$ cat config.mk
export PLATFORM = sky130hd
export DESIGN_NAME = cdec_dp_gen
export DESIGN_NICKNAME = d
export VERILOG_FILES = /design/src/rtl/cdec_dp_gen.sv
export SDC_FILE = /design/constraint.sdc
export NUM_CORES = 1
export LEC_CHECK = 0
export CAP_MARGIN = 20
export CORE_ASPECT_RATIO = 0.8
export CORE_MARGIN = 8
export CORE_UTILIZATION = 47
export DETAILED_ROUTE_END_ITERATION = 16
export GPL_TIMING_DRIVEN = 0
export MAX_ROUTING_LAYER = met4
export PLACE_DENSITY_LB_ADDON = 0.12
export SLEW_MARGIN = 20
export SYNTH_ARGS = -nofsm -noshare
export SYNTH_HDL_FRONTEND = slang
export SYNTH_SLANG_ARGS = --single-unit
$ cat constraint.sdc
create_clock -name clock -period 4 [get_ports clock]
set_clock_uncertainty 0.1 [all_clocks]
set_input_delay 0.8 -clock clock [delete_from_list [all_inputs] [get_ports clock]]
set_output_delay 0.8 -clock clock [all_outputs]
set_load 0.005 [all_outputs]
$ cat src/rtl/cdec_dp_gen.sv
// CDEC data path: single XBUS register transfer, parametrised width and GPR count,
// with a handshaked memory port that aborts after MEM_TIMEOUT wait cycles.
module cdec_dp_gen #(
  parameter int unsigned WIDTH       = 8,
  parameter int unsigned NGPR        = 3,
  parameter int unsigned MEM_TIMEOUT = 15
) (
  input  logic             clock,
  input  logic             reset,
  input  logic [13:0]      ctrl,
  output logic [WIDTH-1:0] alu_x,
  output logic [WIDTH-1:0] alu_y,
  output logic             alu_cy,
  input  logic [WIDTH-1:0] alu_result,
  input  logic [2:0]       alu_flag,
  output logic [WIDTH-1:0] I,
  output logic [2:0]       SZCy,
  output logic             mem_busy,
  output logic             mem_err,
  output logic             mem_req,
  output logic             mem_we,
  output logic [WIDTH-1:0] mem_adrs,
  output logic [WIDTH-1:0] mem_wdata,
  input  logic [WIDTH-1:0] mem_rdata,
  input  logic             mem_ack,
  input  logic [WIDTH-1:0] io_in,
  output logic [WIDTH-1:0] io_out,
  input  logic [7:0]       resad,
  output logic [WIDTH-1:0] resdt
);

  typedef enum logic [1:0] {StIdle = 2'd0, StRd = 2'd1, StWr = 2'd2} mem_state_e;

  localparam logic [7:0] TimeoutLast = 8'(MEM_TIMEOUT - 1);
  localparam logic [3:0] NgprW       = 4'(NGPR);

  logic [1:0] mmrw;
  logic       fwr, rwr, errclr, unused_rsv;
  logic [3:0] xdst, xsrc;
  assign {mmrw, fwr, rwr, xdst, xsrc, errclr, unused_rsv} = ctrl;

  logic [WIDTH-1:0] pc_q, i_q, t_q, r_q, mar_q, wdr_q, rdr_q, iport_q, oport_q;
  logic [WIDTH-1:0] adrs_q, wdata_q;
  logic [WIDTH-1:0] gpr_q [8];
  logic [2:0]       szcy_q;
  logic             err_q;
  logic [7:0]       cnt_q;
  mem_state_e       state_q;

  logic [WIDTH-1:0] flg, xbus;
  logic             src_gpr, dst_gpr;

  assign src_gpr = xsrc[3] && ({1'b0, xsrc[2:0]} < NgprW);
  assign dst_gpr = xdst[3] && ({1'b0, xdst[2:0]} < NgprW);

  always_comb begin
    flg      = '0;
    flg[4]   = err_q;
    flg[3:1] = szcy_q;
  end

  // Unassigned source codes read as all-ones, like an undriven pulled-up bus.
  always_comb begin
    xbus = '1;
    case (xsrc)
      4'd0:    xbus = pc_q;
      4'd1:    xbus = r_q;
      4'd2:    xbus = rdr_q;
      4'd3:    xbus = flg;
      4'd4:    xbus = iport_q;
      4'd5:    xbus = '1;
      4'd6:    xbus = t_q;
      4'd7:    xbus = i_q;
      default: if (src_gpr) xbus = gpr_q[xsrc[2:0]];
    endcase
  end

  always_ff @(posedge clock) begin
    if (reset) begin
      pc_q    <= '0;
      i_q     <= '0;
      t_q     <= '0;
      r_q     <= '0;
      mar_q   <= '0;
      wdr_q   <= '0;
      rdr_q   <= '0;
      iport_q <= '0;
      oport_q <= '0;
      adrs_q  <= '0;
      wdata_q <= '0;
      szcy_q  <= '0;
      err_q   <= 1'b0;
      cnt_q   <= '0;
      state_q <= StIdle;
      for (int k = 0; k < 8; k++) gpr_q[k] <= '0;
    end else begin
      iport_q <= io_in;
      if (rwr) r_q <= alu_result;
      if (fwr) szcy_q <= alu_flag;
      if (errclr) err_q <= 1'b0;

      case (xdst)
        4'd0:    pc_q <= xbus;
        4'd1:    i_q <= xbus;
        4'd2:    t_q <= xbus;
        4'd3:    mar_q <= xbus;
        4'd4:    wdr_q <= xbus;
        4'd5:    oport_q <= xbus;
        default: if (dst_gpr) gpr_q[xdst[2:0]] <= xbus;
      endcase

      // Address/data are latched from the pre-edge MAR/WDR, so a same-cycle MAR write
      // only affects the next transaction.
      case (state_q)
        StIdle: begin
          if (mmrw == 2'b10) begin
            adrs_q  <= mar_q;
            cnt_q   <= '0;
            state_q <= StRd;
          end else if (mmrw == 2'b01) begin
            adrs_q  <= mar_q;
            wdata_q <= wdr_q;
            cnt_q   <= '0;
            state_q <= StWr;
          end
        end
        StRd, StWr: begin
          if (mem_ack) begin
            if (state_q == StRd) rdr_q <= mem_rdata;
            state_q <= StIdle;
          end else if (cnt_q == TimeoutLast) begin
            err_q <= 1'b1;
            if (state_q == StRd) rdr_q <= '1;
            state_q <= StIdle;
          end else begin
            cnt_q <= cnt_q + 8'd1;
          end
        end
        default: state_q <= StIdle;
      endcase
    end
  end

  always_comb begin
    resdt = '0;
    case (resad)
      8'h00: resdt = pc_q;
      8'h01: resdt = i_q;
      8'h02: resdt = t_q;
      8'h03: resdt = r_q;
      8'h04: resdt = mar_q;
      8'h05: resdt = mem_rdata;
      8'h06: resdt = rdr_q;
      8'h07: resdt = wdr_q;
      8'h08: resdt = flg;
      8'h09: resdt = xbus;
      8'h0A: resdt = iport_q;
      8'h0B: resdt[1:0] = state_q;
      8'h0C: resdt[7:0] = cnt_q;
      default: begin
        if (resad[7:3] == 5'b00010 && ({1'b0, resad[2:0]} < NgprW)) resdt = gpr_q[resad[2:0]];
      end
    endcase
  end

  assign alu_x     = xbus;
  assign alu_y     = t_q;
  assign alu_cy    = szcy_q[0];
  assign I         = i_q;
  assign SZCy      = szcy_q;
  assign mem_err   = err_q;
  assign mem_busy  = (state_q != StIdle);
  assign mem_req   = (state_q != StIdle);
  assign mem_we    = (state_q == StWr);
  assign mem_adrs  = adrs_q;
  assign mem_wdata = wdata_q;
  assign io_out    = oport_q;

endmodule

After elaboration in Yosys (flattened, before gate mapping)
Memories as Yosys holds them, arrays and structs flattened.
Cells that the tools add are included.
- register bits after elaboration: 102
- bits in writable memories: 64
- word-level logic and storage cells: 108
- memories: 1
- add/subtract/negate cells: 1
- magnitude comparators: 3
- equality and inequality tests: 34
- multiplexer cells: 34
- bitwise operators: 1
- reduce and logical (&&, ||, !) cells: 19
- memories (memory ; words ; bits a word ; rd ports ; clocked after memory_dff ; write ports ; line ; RTL):
    gpr_q ; 8 ; 8 ; 2 ; 0 ; 8 ; 44 ; logic [WIDTH-1:0] gpr_q [8];
- operators by type and width (operator ; count):
    $mux W8 ; 13
    $pmux W6 S13 ; 1
    $pmux W8 S8 ; 1
    $eq A8 B4 Y1 const B ; 6
    $eq A8 B3 Y1 const B ; 4
    $pmux W2 S13 ; 1
    $eq A4 B3 Y1 const B ; 6
    $eq A4 B2 Y1 const B ; 4
    $eq A8 B2 Y1 const B ; 2
    $pmux W8 S2 ; 1
    $mux W1 ; 11
    $lt A3 B2 Y1 const B ; 3
    $add A8 B1 Y8 const B ; 1
    $eq A4 B1 Y1 const B ; 2
    $eq A8 B1 Y1 const B ; 1
    $logic_not A4 Y1 ; 2
    $logic_not A8 Y1 ; 1
    $mux W2 ; 4
    $reduce_bool A2 Y1 ; 4
    $reduce_or A8 Y1 ; 1
    $ne A3 B3 Y1 const B ; 2
    $reduce_and A3 Y1 ; 2
    $reduce_or A6 Y1 ; 1
    $eq A5 B2 Y1 const B ; 1
    11 further kinds ; 17

Logic depth before layout (Yosys ltp)
Gate-level depths: netlist (run 1).
- depth in word-level cells: 8
- gate-level depth with buffers: 9
- gate-level depth less buffers: 7

Worst setup path before layout (run 1)
No wires, ideal clock.
- path kind: input -> output
- start point: in ctrl[3]
- end point: out resdt[5]
- arrival: 2.223 ns
- data required time: 3.100 ns
- slack: 0.877 ns
- stages: 7
- path buffers: 2
- cells stage by stage: buf_2 -> buf_2 -> mux2i_1 -> o32ai_1 -> o22ai_2 -> inv_1 -> a221o_2
- word-level cells in the longest chain between the ends: 5
- elaborated cells between the ends (all ways): 14
- classes of those cells: 1 x order compare; 7 x eq/ne; 3 x mux; 2 x reduce/logical; 1 x memory
- RTL lines (what ; line ; RTL):
    start: declaration ; 10 ; input logic [13:0] ctrl,
    $lt A3 B2 Y1 ; 53 ; assign src_gpr = xsrc[3] && ({1'b0, xsrc[2:0]} < NgprW);
    $logic_and A1 B1 Y1 ; 53 ;
    $mux W8 ; 74 ; default: if (src_gpr) xbus = gpr_q[xsrc[2:0]];
    $pmux W8 S8 (*) ; 65 ; case (xsrc)
    net alu_x[5] ; 11 ; output logic [WIDTH-1:0] alu_x,
    $pmux W6 S13 (*) ; 146 ; case (resad)
    end: declaration ; 29 ; output logic [WIDTH-1:0] resdt
The timed path passes the listed nets; every way through them passes the cells marked *.

Worst setup path after layout (run 1)
- start point: in resad[5]
- end point: out resdt[2]
- word-level cells in the longest chain between the ends: 4
- elaborated cells between the ends (all ways): 17
- classes of those cells: 13 x eq/ne; 2 x mux; 2 x reduce/logical
- RTL lines (what ; line ; RTL):
    start: declaration ; 28 ; input logic [7:0] resad,
    $eq A5 B2 Y1 ; 161 ; if (resad[7:3] == 5'b00010 && ({1'b0, resad[2:0]} < NgprW)) resdt = gpr_q[resad[2:0]];
    $logic_and A1 B1 Y1 ; 161 ;
    $mux W8 ; 161 ;
    $pmux W6 S13 (*) ; 146 ;
Every way passes the cells marked *; elsewhere a longest branch is shown, timed or not.

==> results of run 1 <==
==> power breakdown <==
group | total, mW | internal (mW) | switching (mW) | leakage, nW
logic | 0.500 | 0.211 | 0.289 | 1.98
clock network | 1.44 | 0.818 | 0.624 | 0.263
registers | 1.38 | 1.33 | 0.0474 | 1.08
total | 3.32 | 2.36 | 0.960 | 3.32
==> repair_timing <==
action,CTS,global route
pin swaps,4,4
setup endpoints to repair,14,10
buffers inserted,5,10
gates resized for setup,47,14
endpoints found under the hold margin,0,0
==> per-layer routing <==
layer,vias to the layer above,global-route usage,wire (microns)
met4,0,0.0985,670
met2,434,0.432,11300
li1,3038,-,-
met3,58,0.0775,2900
met1,3333,0.419,12200
met5,-,-,0
==> metrics by stage <==
| step | instance area (sq um) | util | total power [mW] |
|---|---|---|---|
| 6_report | 8650 | 0.636 | 3.32 |
| 5_1_grt | 8650 | 0.636 | 3.42 |
| 4_1_cts | 8550 | 0.629 | 3.31 |
| 3_5_place_dp | 7850 | 0.577 | 1.86 |
| 3_3_place_gp | 7850 | 0.577 | 1.85 |
| 2_1_floorplan | 6560 | - | 1.63 |
==> worst max-delay path, cell delays in order <==
cell and delay (ns):
dlygate4sd2_1 0.28, or4_4 0.55, buf_6 0.16, nor2_4 0.20, nand2_2 0.19, o211ai_1 0.29, clkdlybuf4s50_1 0.56
==> synth_stat cells (4+ instances only) <==
master	instances	area [sq um]
nand2_1	108	405
dfxtp_1	102	2040
o21ai_0	60	300
nor2_1	55	206
a21oi_1	53	265
mux2i_1	33	330
inv_1	30	113
edfxtp_1	24	721
buf_2	21	105
mux2_2	19	214
nand3_1	19	95.1
nor2b_1	19	119
clkbuf_1	18	67.6
nand2b_1	16	100
and3_1	12	75.1
o22ai_1	12	75.1
o211ai_1	11	82.6
a21o_1	10	75.1
nand4_1	10	62.6
buf_1	9	33.8
a22oi_1	7	52.6
a2bb2oi_1	7	61.3
a31oi_1	7	43.8
ha_1	7	87.6
or3_1	7	43.8
nor3_1	6	30.0
a22o_1	5	43.8
o31ai_1	5	37.5
a211o_1	4	35.0
mux4_2	4	90.1
nand3b_1	4	30.0
nor3b_1	4	30.0
nor4_1	4	25.0
==> flip-flops by register name (all words and copies together), names as in the netlist <==
register and cells:
r_q 8, gpr_q 24, mem_adrs 8, SZCy 3
alu_y 8, pc_q 8, iport_q 8, I 8
state_q 2, wdr_q 8, mem_wdata 8, cnt_q 8
mem_err 1, io_out 8, rdr_q 8, mar_q 8
==> final timing paths <==
kind,to,depth (start not counted)
max reg2reg,cnt_q[1],8
max,resdt[2],7
min reg2reg,io_out[7],2
min,io_out[7],2
==> kinds of logic (layout without fill, tap and decap cells) <==
| logic type | Yosys count | in the layout | share of synthesized area |
|---|---|---|---|
| DFF | 126 | 126 | 0.421 |
| buffers and inverters | 85 | 237 | 0.0580 |
| other | 0 | 1 | 0 |
| AOI/OAI and AO/OA | 211 | 211 | 0.204 |
| adders and majority gates | 7 | 7 | 0.0134 |
| xor gates and xnor gates | 2 | 2 | 0.00267 |
| and+or+nand+nor | 279 | 279 | 0.204 |
| muxes | 56 | 56 | 0.0967 |
==> final cells by class <==
cell class | instances | area (sq um) | share of cell area
diodes | 1 | 2.50 | 0.000289
plain buffers | 54 | 332 | 0.0383
clock buffers | 19 | 443 | 0.0512
clock inverters | 13 | 103 | 0.0119
inverters | 30 | 113 | 0.0130
multi-input cells | 555 | 3500 | 0.405
flip-flops and latches | 126 | 2760 | 0.319
well taps | 180 | 225 | 0.0260
repair buffers | 121 | 1170 | 0.136
==> summary.md, run 1 <==
| Metric | Value |
|---|---|
| RR Startpoint | state_q[1] |
| Clock Latency Late Sink | 0.43 ns |
| Max-cap viol count | 0 |
| Detailed placement HPWL | about 20000 microns |
| # port buffers | 106 |
| Fin crit share | 0.983 |
| H-tree levels | 4 |
| Overall routing resource usage | 0.306 |
| Worst Hold Launch | io_out[7] |
| Cells after Synth | between 700 and 800 |
| Clock root cell | clkbuf_16 |
| YS warnings | 0 |
| Fillcell total | approximately 1200 |
| DIE HEIGHT | around 120 microns |
| Clk sinks | ~130 |
| Vias | approximately 6900 |
| Power Density | 384 nW/um^2 |
| Distinct cell type count after synthesis | 61 |
| Initial core utilization | 0.482 |
| Total congestion overflow | 0 |
| Post-DRT Antenna Nets | 0 |
| Max rail drop VDD | 0.365 mV |
| First drt pass iteration count | 8 |
| Post-synth ARST share | 0 |
| Area growth syn-to-layout | 32.0% |
| CP required | about 3.1 ns |
| FF+latch count, synth | about 130 |
| Layout cells sized above 1 | 0.134 |
| Synthesized cell area | about 6600 sq um |
| Wire per inst | 24.6 microns |
| CTS Buf Count | 17 |
| Final Max Tran Viols | 0 |
| Synthesized area per cell | around 8.6 sq um |
| Crit path DAT | between 3 and 4 ns |
| Hold crit path type | reg -> reg |
| Setup ws final | between 0.06 and 0.07 ns |
| DRT iter0 DRCs | around 840 |
| Post-synth EDFFs | 24 |
| Commonest non-fill, non-tap cell in the layout | nand2_1 |
| Post-placement cell count | 1052 |
| Worst-margin pin slew | between 0.8 and 0.9 ns |
| Worst slack at placement | -0.703 ns |
| Final cell count without fillers | 1099 |
| Core ar. | 13600 sq um |
| GP Congestion | 1.01 |
| Top_reg_cell synth | dfxtp_1 |
| Final setup violation count | 0 |
| First-pass GRT wire length | approximately 40000 microns |
| Clock Pin Slew Worst Setup and Hold Paths | about 0.060 ns |
| Worst Setup SP | resad[5] |
| Fmax | between 0.2 and 0.3 GHz |
| Number of global-route vias before repair | between 6000 and 7000 |
| Most frequent cells in the layout | 106 x nand2_1, 102 x dfxtp_1, 97 x clkdlybuf4s50_1 |
| Leak | ~3.3 nW |
| NumNets Final | ~960 |
| Rel. slew slack | 0.431 |
| Fin crit period | between 3 and 4 ns |
| CTS tree | yes |
| Setup TNS | 0 ns |
| Vias per inst | around 6.2 |
| Fin. Hold Viols | 0 |
| Core Rows | 38 |
| RSZ-0062 raised after global routing | false |
| DRC viols | 0 |
| Clock Path Buffers | 2 |
| DIE AREA | between 15000 and 20000 sq um |
| CP max FO | 7 |
| Worst setup EP type | output pin |
| Post-synthesis sequential area ratio | 0.421 |
| Critical path type | in -> out |
| Initial antenna violation count | 0 |
| Hold_ws | about 0.36 ns |
| Worst reg2reg setup slack | 1.39 ns |
| Die width | roughly 150 microns |
| Drt total wl | 27100 microns |
| Startpoint class of the critical path | primary input |
| Largest net degree at the start of global routing | 17 |
| Hold_buf cts | 0 |
| Net Count, Synth | between 800 and 900 |
| I/O pins | roughly 120 |
| Outcome | finished, final reports clean |
Power figures use the tool's default switching activity.
==> run 2, diff against run 1 <==
--- a/config.mk
+++ b/config.mk
@@ -13,7 +13,8 @@
 export GPL_TIMING_DRIVEN = 0
 export MAX_ROUTING_LAYER = met4
 export PLACE_DENSITY_LB_ADDON = 0.12
-export SLEW_MARGIN = 20
+export SKIP_LAST_GASP = 1
+export SLEW_MARGIN = 0
 export SYNTH_ARGS = -nofsm -noshare
 export SYNTH_HDL_FRONTEND = slang
 export SYNTH_SLANG_ARGS = --single-unit
==> run 2 against run 1 <==
Compared with the run above:
- sequential cell count stayed put
- final area fell by 0.93%
- sequential power about the same
- routed wire length about the same
- highest routed layer unchanged
- first-iteration DRC count grew 5.0%
- critical path type unchanged
- total power down 0.49%
- final cell count shrank 0.91%
- utilization down 0.59 points
- global-route usage decreased by 0.19 points
- critical path depth did not move
- setup slack got worse by 0.031 ns
- clock power hardly changed
==> summary.md, run 2 (same netlist as run 1, synthesis figures left out) <==
| Metric | Value |
|---|---|
| Max rail drop VDD | 0.286 mV (-22%) |
| Outcome | finished, final reports clean |
| Initial antenna violation count | 1 (+1) |
| Overall routing resource usage | 0.304 (-0.00191) |
| Vias per inst | 6.26 (+0.27%) |
| Clk sinks | 126 (unchanged) |
| Core ar. | 13600 sq um (unchanged) |
| Detailed placement HPWL | 20400 microns (about the same) |
| Initial core utilization | 0.482 (unchanged) |
| First-pass GRT wire length | 39700 microns (-0.62%) |
| Core Rows | 38 (unchanged) |
| Largest net degree at the start of global routing | 17 (unchanged) |
| Number of global-route vias before repair | 6527 (+0.79%) |
| Max reg flops | 24 (unchanged) |
| Rel. slew slack | 0.435 (+0.00434) |
| Hold_buf cts | 0 (unchanged) |
| Overall power | 3.31 mW (-0.49%) |
| Final setup violation count | 0 (unchanged) |
| Final cell count without fillers | 1089 (-0.91%) |
| Worst-margin pin slew | 0.847 ns (-0.00651 ns) |
| Critical path type | in -> out |
| H-tree levels | 4 (unchanged) |
| Multi-input gate area | 3500 sq um (about the same) |
| Post-placement cell count | 1053 (+0.095%) |
| Drt total wl | 27100 microns (about the same) |
| DRC viols | 0 (unchanged) |
| Total congestion overflow | 0 (unchanged) |
| Leak | 3.29 nW (-0.93%) |
| Area growth syn-to-layout | 30.7% |
| Power Density | 386 nW/um^2 (+0.44%) |
| Post-DRT Antenna Nets | 0 (unchanged) |
| CP required | 3.10 ns (about the same) |
| Clock Pin Slew Worst Setup and Hold Paths | 0.06 ns (about the same) |
| DRT iter0 DRCs | 877 (+5.0%) |
| Hold crit path type | reg -> reg |
| CTS tree | yes |
| CP max FO | 10 (+3) |
| DIE AREA | 18000 sq um (unchanged) |
| Wire per inst | 24.9 microns (+0.87%) |
| First drt pass iteration count | 9 (+1) |
| I/O pins | 116 (unchanged) |
| Final Max Tran Viols | 0 (unchanged) |
| Sequential Area | 2760 sq um (unchanged) |
| GP Congestion | 1.01 (unchanged) |
| RSZ-0062 raised after global routing | true |
| Clock Path Buffers | 2 (unchanged) |
| Fin crit period | 3.96 ns (+0.0308 ns) |
| Setup TNS | 0 ns (unchanged) |
| Clock Latency Late Sink | 0.42 ns (about the same) |
| # diodes | 0 (-1) |
| CTS Buf Count | 17 (unchanged) |
| Most frequent cells in the layout | 106 x nand2_1, 102 x dfxtp_1, 98 x clkdlybuf4s50_1 |
| Commonest non-fill, non-tap cell in the layout | nand2_1 |
| DIE HEIGHT | 122 microns (unchanged) |
| Register name with the most flops | gpr_q |
| Crit path DAT | 3.06 ns (+0.03 ns) |
| NumNets Final | 955 (-0.93%) |
| Worst setup EP type | output pin |
| Startpoint class of the critical path | primary input |
| Fin. Hold Viols | 0 (unchanged) |
| Layout cells sized above 1 | 0.129 (-0.00527) |
| Fillcell total | 1187 (+2.9%) |
| # port buffers | 106 (unchanged) |
| Fin crit share | 0.990 (+0.00770) |
| Fmax | 0.252 GHz (-0.78%) |
| Die width | 148 microns (unchanged) |
| Vias | 6819 (-0.64%) |
| Clock root cell | clkbuf_16 |
| Max-cap viol count | 0 (unchanged) |
run 2: cell count changes in the layout (fill, tap and decap cells not counted), moves of 2 or more:
cell	before	now
clkbuf_4	5	1
buf_2	12	16
clkinvlp_4	3	1
buf_6	8	5
buf_4	19	13
inv_4	1	3
dlygate4sd2_1	7	5
run 2: routing by layer:
metal  track usage  routed length (microns)  up-vias
met5             -                        0        -
met2         0.418                    11100      444
met4         0.131                      936        0
met1         0.415                    12000     3302
li1              -                        -     3015
met3        0.0752                     3100       58
run 2: through the flow:
stage,util,setup WS [ns],area [sq um],hold slack (ns)
after floorplan,-,0.877,6560,0.338
after global placement,0.577,-0.896,7850,0.337
after detailed placement,0.578,-0.658,7860,0.344
after CTS,0.629,-0.0537,8550,0.358
after global routing,0.631,-0.0261,8570,0.380
final,0.631,0.0387,8570,0.356
run 2: worst max-delay path: stages:
cell,delay (ns)
buf_2,0.15
buf_2,0.35
clkbuf_2,0.38
mux4_2,0.40
a21oi_1,0.30
o211ai_1,0.17
clkdlybuf4s50_1,0.50
run 2: final cells by class:
cell class	count	area share
multi-input combinational	555	0.409
sequential	126	0.322
timing repair buffer	114	0.131
clock buffer	19	0.0517
buffer	52	0.0353
tap	180	0.0263
inverter	30	0.0131
clock inverter	13	0.0117
run 2: worst paths after layout:
path | start | end | slack [ns] | cells after the start
max | resad[0] | resdt[0] | 0.04 | 7
max reg2reg | state_q[1] | cnt_q[1] | 1.43 | 8
min reg2reg | io_out[7] | io_out[7] | 0.36 | 2
min | io_out[7] | io_out[7] | 0.36 | 2
run 2: power breakdown:
part / switching (mW) / internal, mW / leakage [nW]
registers: 0.0466 / 1.33 / 1.08
clock network: 0.612 / 0.819 / 0.272
logic: 0.289 / 0.206 / 1.94
total: 0.948 / 2.36 / 3.29
run 2: repair_timing:
item	4_1_cts	5_1_grt
pin swaps	4	4
buffers inserted	5	2
resized for setup	45	12
setup endpoints to repair	14	12
==> run 3, diff against run 2 <==
--- a/config.mk
+++ b/config.mk
@@ -6,13 +6,16 @@
 export NUM_CORES = 1
 export LEC_CHECK = 0
 export CAP_MARGIN = 20
+export CELL_PAD_IN_SITES_DETAIL_PLACEMENT = 1
+export CELL_PAD_IN_SITES_GLOBAL_PLACEMENT = 1
 export CORE_ASPECT_RATIO = 0.8
 export CORE_MARGIN = 8
-export CORE_UTILIZATION = 47
+export CORE_UTILIZATION = 42
 export DETAILED_ROUTE_END_ITERATION = 16
 export GPL_TIMING_DRIVEN = 0
 export MAX_ROUTING_LAYER = met4
 export PLACE_DENSITY_LB_ADDON = 0.12
+export SKIP_CTS_REPAIR_TIMING = 1
 export SKIP_LAST_GASP = 1
 export SLEW_MARGIN = 0
 export SYNTH_ARGS = -nofsm -noshare
==> run 3 against run 2 <==
Compared with the run above:
- utilization fell by 6.8 points
- global-route usage increased by 0.23 points
- final area is 2.0% higher
- maximum frequency shrank 0.48%
- register-to-register slack got worse by 0.04 ns
- final cell count rose by 3.4%
- setup slack got worse by 0.019 ns
- clock-buffer cell count unchanged
- clock power increased by 17%
- critical path depth grew 2
- critical path type unchanged
- critical endpoint is now resdt[1]
==> summary.md, run 3 (same netlist as run 1, synthesis figures left out) <==
| Metric | Value |
|---|---|
| Register name with the most flops | gpr_q |
| Fin. Hold Viols | 0 (unchanged) |
| Overall routing resource usage | 0.306 (+0.00232) |
| Total congestion overflow | 0 (unchanged) |
| CTS Buf Count | 17 (unchanged) |
| First-pass GRT wire length | 43900 microns (+11%) |
| Commonest non-fill, non-tap cell in the layout | nand2_1 |
| DIE HEIGHT | 128 microns (+5.0%) |
| Worst path slowest cell | clkdlybuf4s50_1 |
| Clock Pin Slew Worst Setup and Hold Paths | 0.06 ns (about the same) |
| Area growth syn-to-layout | 33.3% |
| CP required | 3.10 ns (about the same) |
| Slowest Stage Delay on Critical Path | 0.56 ns (+0.06 ns) |
| Die width | 156 microns (+5.2%) |
| Post-DRT Antenna Nets | 0 (unchanged) |
| Number of global-route vias before repair | 7090 (+8.6%) |
| Fmax | 0.251 GHz (-0.48%) |
| # diodes | 0 (unchanged) |
| Detailed placement HPWL | 22400 microns (+10%) |
| Startpoint class of the critical path | primary input |
| Hold crit path type | reg -> reg |
| Crit path DAT | 3.08 ns (+0.02 ns) |
| DRC viols | 0 (unchanged) |
| I/O pins | 116 (unchanged) |
| Clock Path Buffers | 2 (unchanged) |
| Fin crit share | 0.995 (+0.00482) |
| Core Rows | 41 (+7.9%) |
| Wire per inst | 26.6 microns (+7.0%) |
| Crit-path cells | clkbuf_2 > buf_2 > clkbuf_4 > buf_2 > o22ai_1 > o22ai_1 > a21oi_1 > o211ai_1 > clkdlybuf4s50_1 |
| H-tree levels | 4 (unchanged) |
| Most frequent cells in the layout | 106 x nand2_1, 102 x dfxtp_1, 98 x clkdlybuf4s50_1 |
| Max rail drop VDD | 0.304 mV (+6.4%) |
| Fin crit period | 3.98 ns (+0.0193 ns) |
| Core ar. | 15500 sq um (+14%) |
| Fillcell total | 1813 (+53%) |
| Vias per inst | 6.16 (-1.6%) |
| Worst setup EP type | output pin |
| Clock Latency Late Sink | 0.43 ns (about the same) |
| GP Congestion | 0.910 (-10%) |
| Final Max Tran Viols | 0 (unchanged) |
| Initial antenna violation count | 1 (unchanged) |
| Largest net degree at the start of global routing | 17 (unchanged) |
| Max reg flops | 24 (unchanged) |
| Leak | 3.37 nW (+2.5%) |
| CP max FO | 10 (unchanged) |
| Outcome | finished, final reports clean |
| CTS tree | yes |
| Clock root cell | clkbuf_16 |
| DRT iter0 DRCs | 498 (-43%) |
| Vias | 6940 (+1.8%) |
| Power Density | 407 nW/um^2 (+5.6%) |
| Rel. slew slack | 0.444 (+0.00834) |
| NumNets Final | 957 (+0.21%) |
| Drt total wl | 29900 microns (+11%) |
| Clk sinks | 126 (unchanged) |
| DIE AREA | 19900 sq um (+10%) |
| Overall power | 3.56 mW (+7.7%) |
| Final setup violation count | 0 (unchanged) |
| First drt pass iteration count | 5 (-4) |
| Initial core utilization | 0.422 (-0.0604) |
| Worst-margin pin slew | 0.835 ns (-0.0125 ns) |
| Layout cells sized above 1 | 0.132 (+0.00301) |
| # port buffers | 106 (unchanged) |
| Setup TNS | 0 ns (unchanged) |
| Max-cap viol count | 0 (unchanged) |
| Critical path type | in -> out |
## run 3: changes by cell type in the layout (fill, tap and decap cells not counted), moves of 2 or more
cell and delta:
inv_4 -3, clkinv_4 +3, a2111oi_0 -2, dlygate4sd2_1 -5
o311ai_1 -2, clkbuf_8 -3, buf_2 -6, clkbuf_4 +8
dlymetal6s2s_1 +5, bufinv_16 +3
## run 3: power by group
part | internal (mW) | switching (mW) | leakage, nW
clock | 1.03 | 0.638 | 0.310
sequential | 1.33 | 0.0501 | 1.08
combinational | 0.208 | 0.301 | 1.98
total | 2.57 | 0.990 | 3.37
## run 3: through the flow
stage	area (sq um)	instances	hold slack, ns	utilization	worst slack [ns]
3_5_place_dp	7890	1087	0.349	0.508	-0.746
4_1_cts	8520	1119	0.358	0.548	-0.765
6_report	8740	1126	0.356	0.563	0.0195
2_1_floorplan	6560	766	0.338	-	0.877
5_1_grt	8740	1126	0.372	0.563	-0.00966
3_3_place_gp	7890	1087	0.335	0.508	-0.812
## run 3: worst paths after layout
| check | to | slack (ns) | from | cells after the start |
|---|---|---|---|---|
| hold / removal | mem_adrs[0] | 0.36 | mem_adrs[0] | 2 |
| setup reg to reg | cnt_q[1] | 1.39 | state_q[1] | 8 |
| hold reg to reg | mem_adrs[0] | 0.36 | mem_adrs[0] | 2 |
| setup / recovery | resdt[1] | 0.02 | resad[1] | 9 |
## run 3: routing by layer
metal	part of all wire	global-route usage	up-vias
met5	0	-	-
met4	0.030	0.105	0
met3	0.087	0.0788	67
met2	0.44	0.462	373
met1	0.44	0.393	3475
li1	-	-	3025
## run 3: cell type report
type | instances | area, sq um | area share
Buffer | 54 | 318 | 0.0363
Clock buffer | 19 | 454 | 0.0519
Clock inverter | 13 | 176 | 0.0202
Inverter | 30 | 113 | 0.0129
Multi-Input combinational cell | 555 | 3510 | 0.401
Sequential cell | 126 | 2760 | 0.316
Tap cell | 215 | 269 | 0.0308
Timing Repair Buffer | 114 | 1140 | 0.131
## run 3: critical path, delay by kind of cell
family / cells / cell delay [ns]
AOI/OAI and AO/OA: 4 / 0.55
buffers and inverters: 5 / 1.71
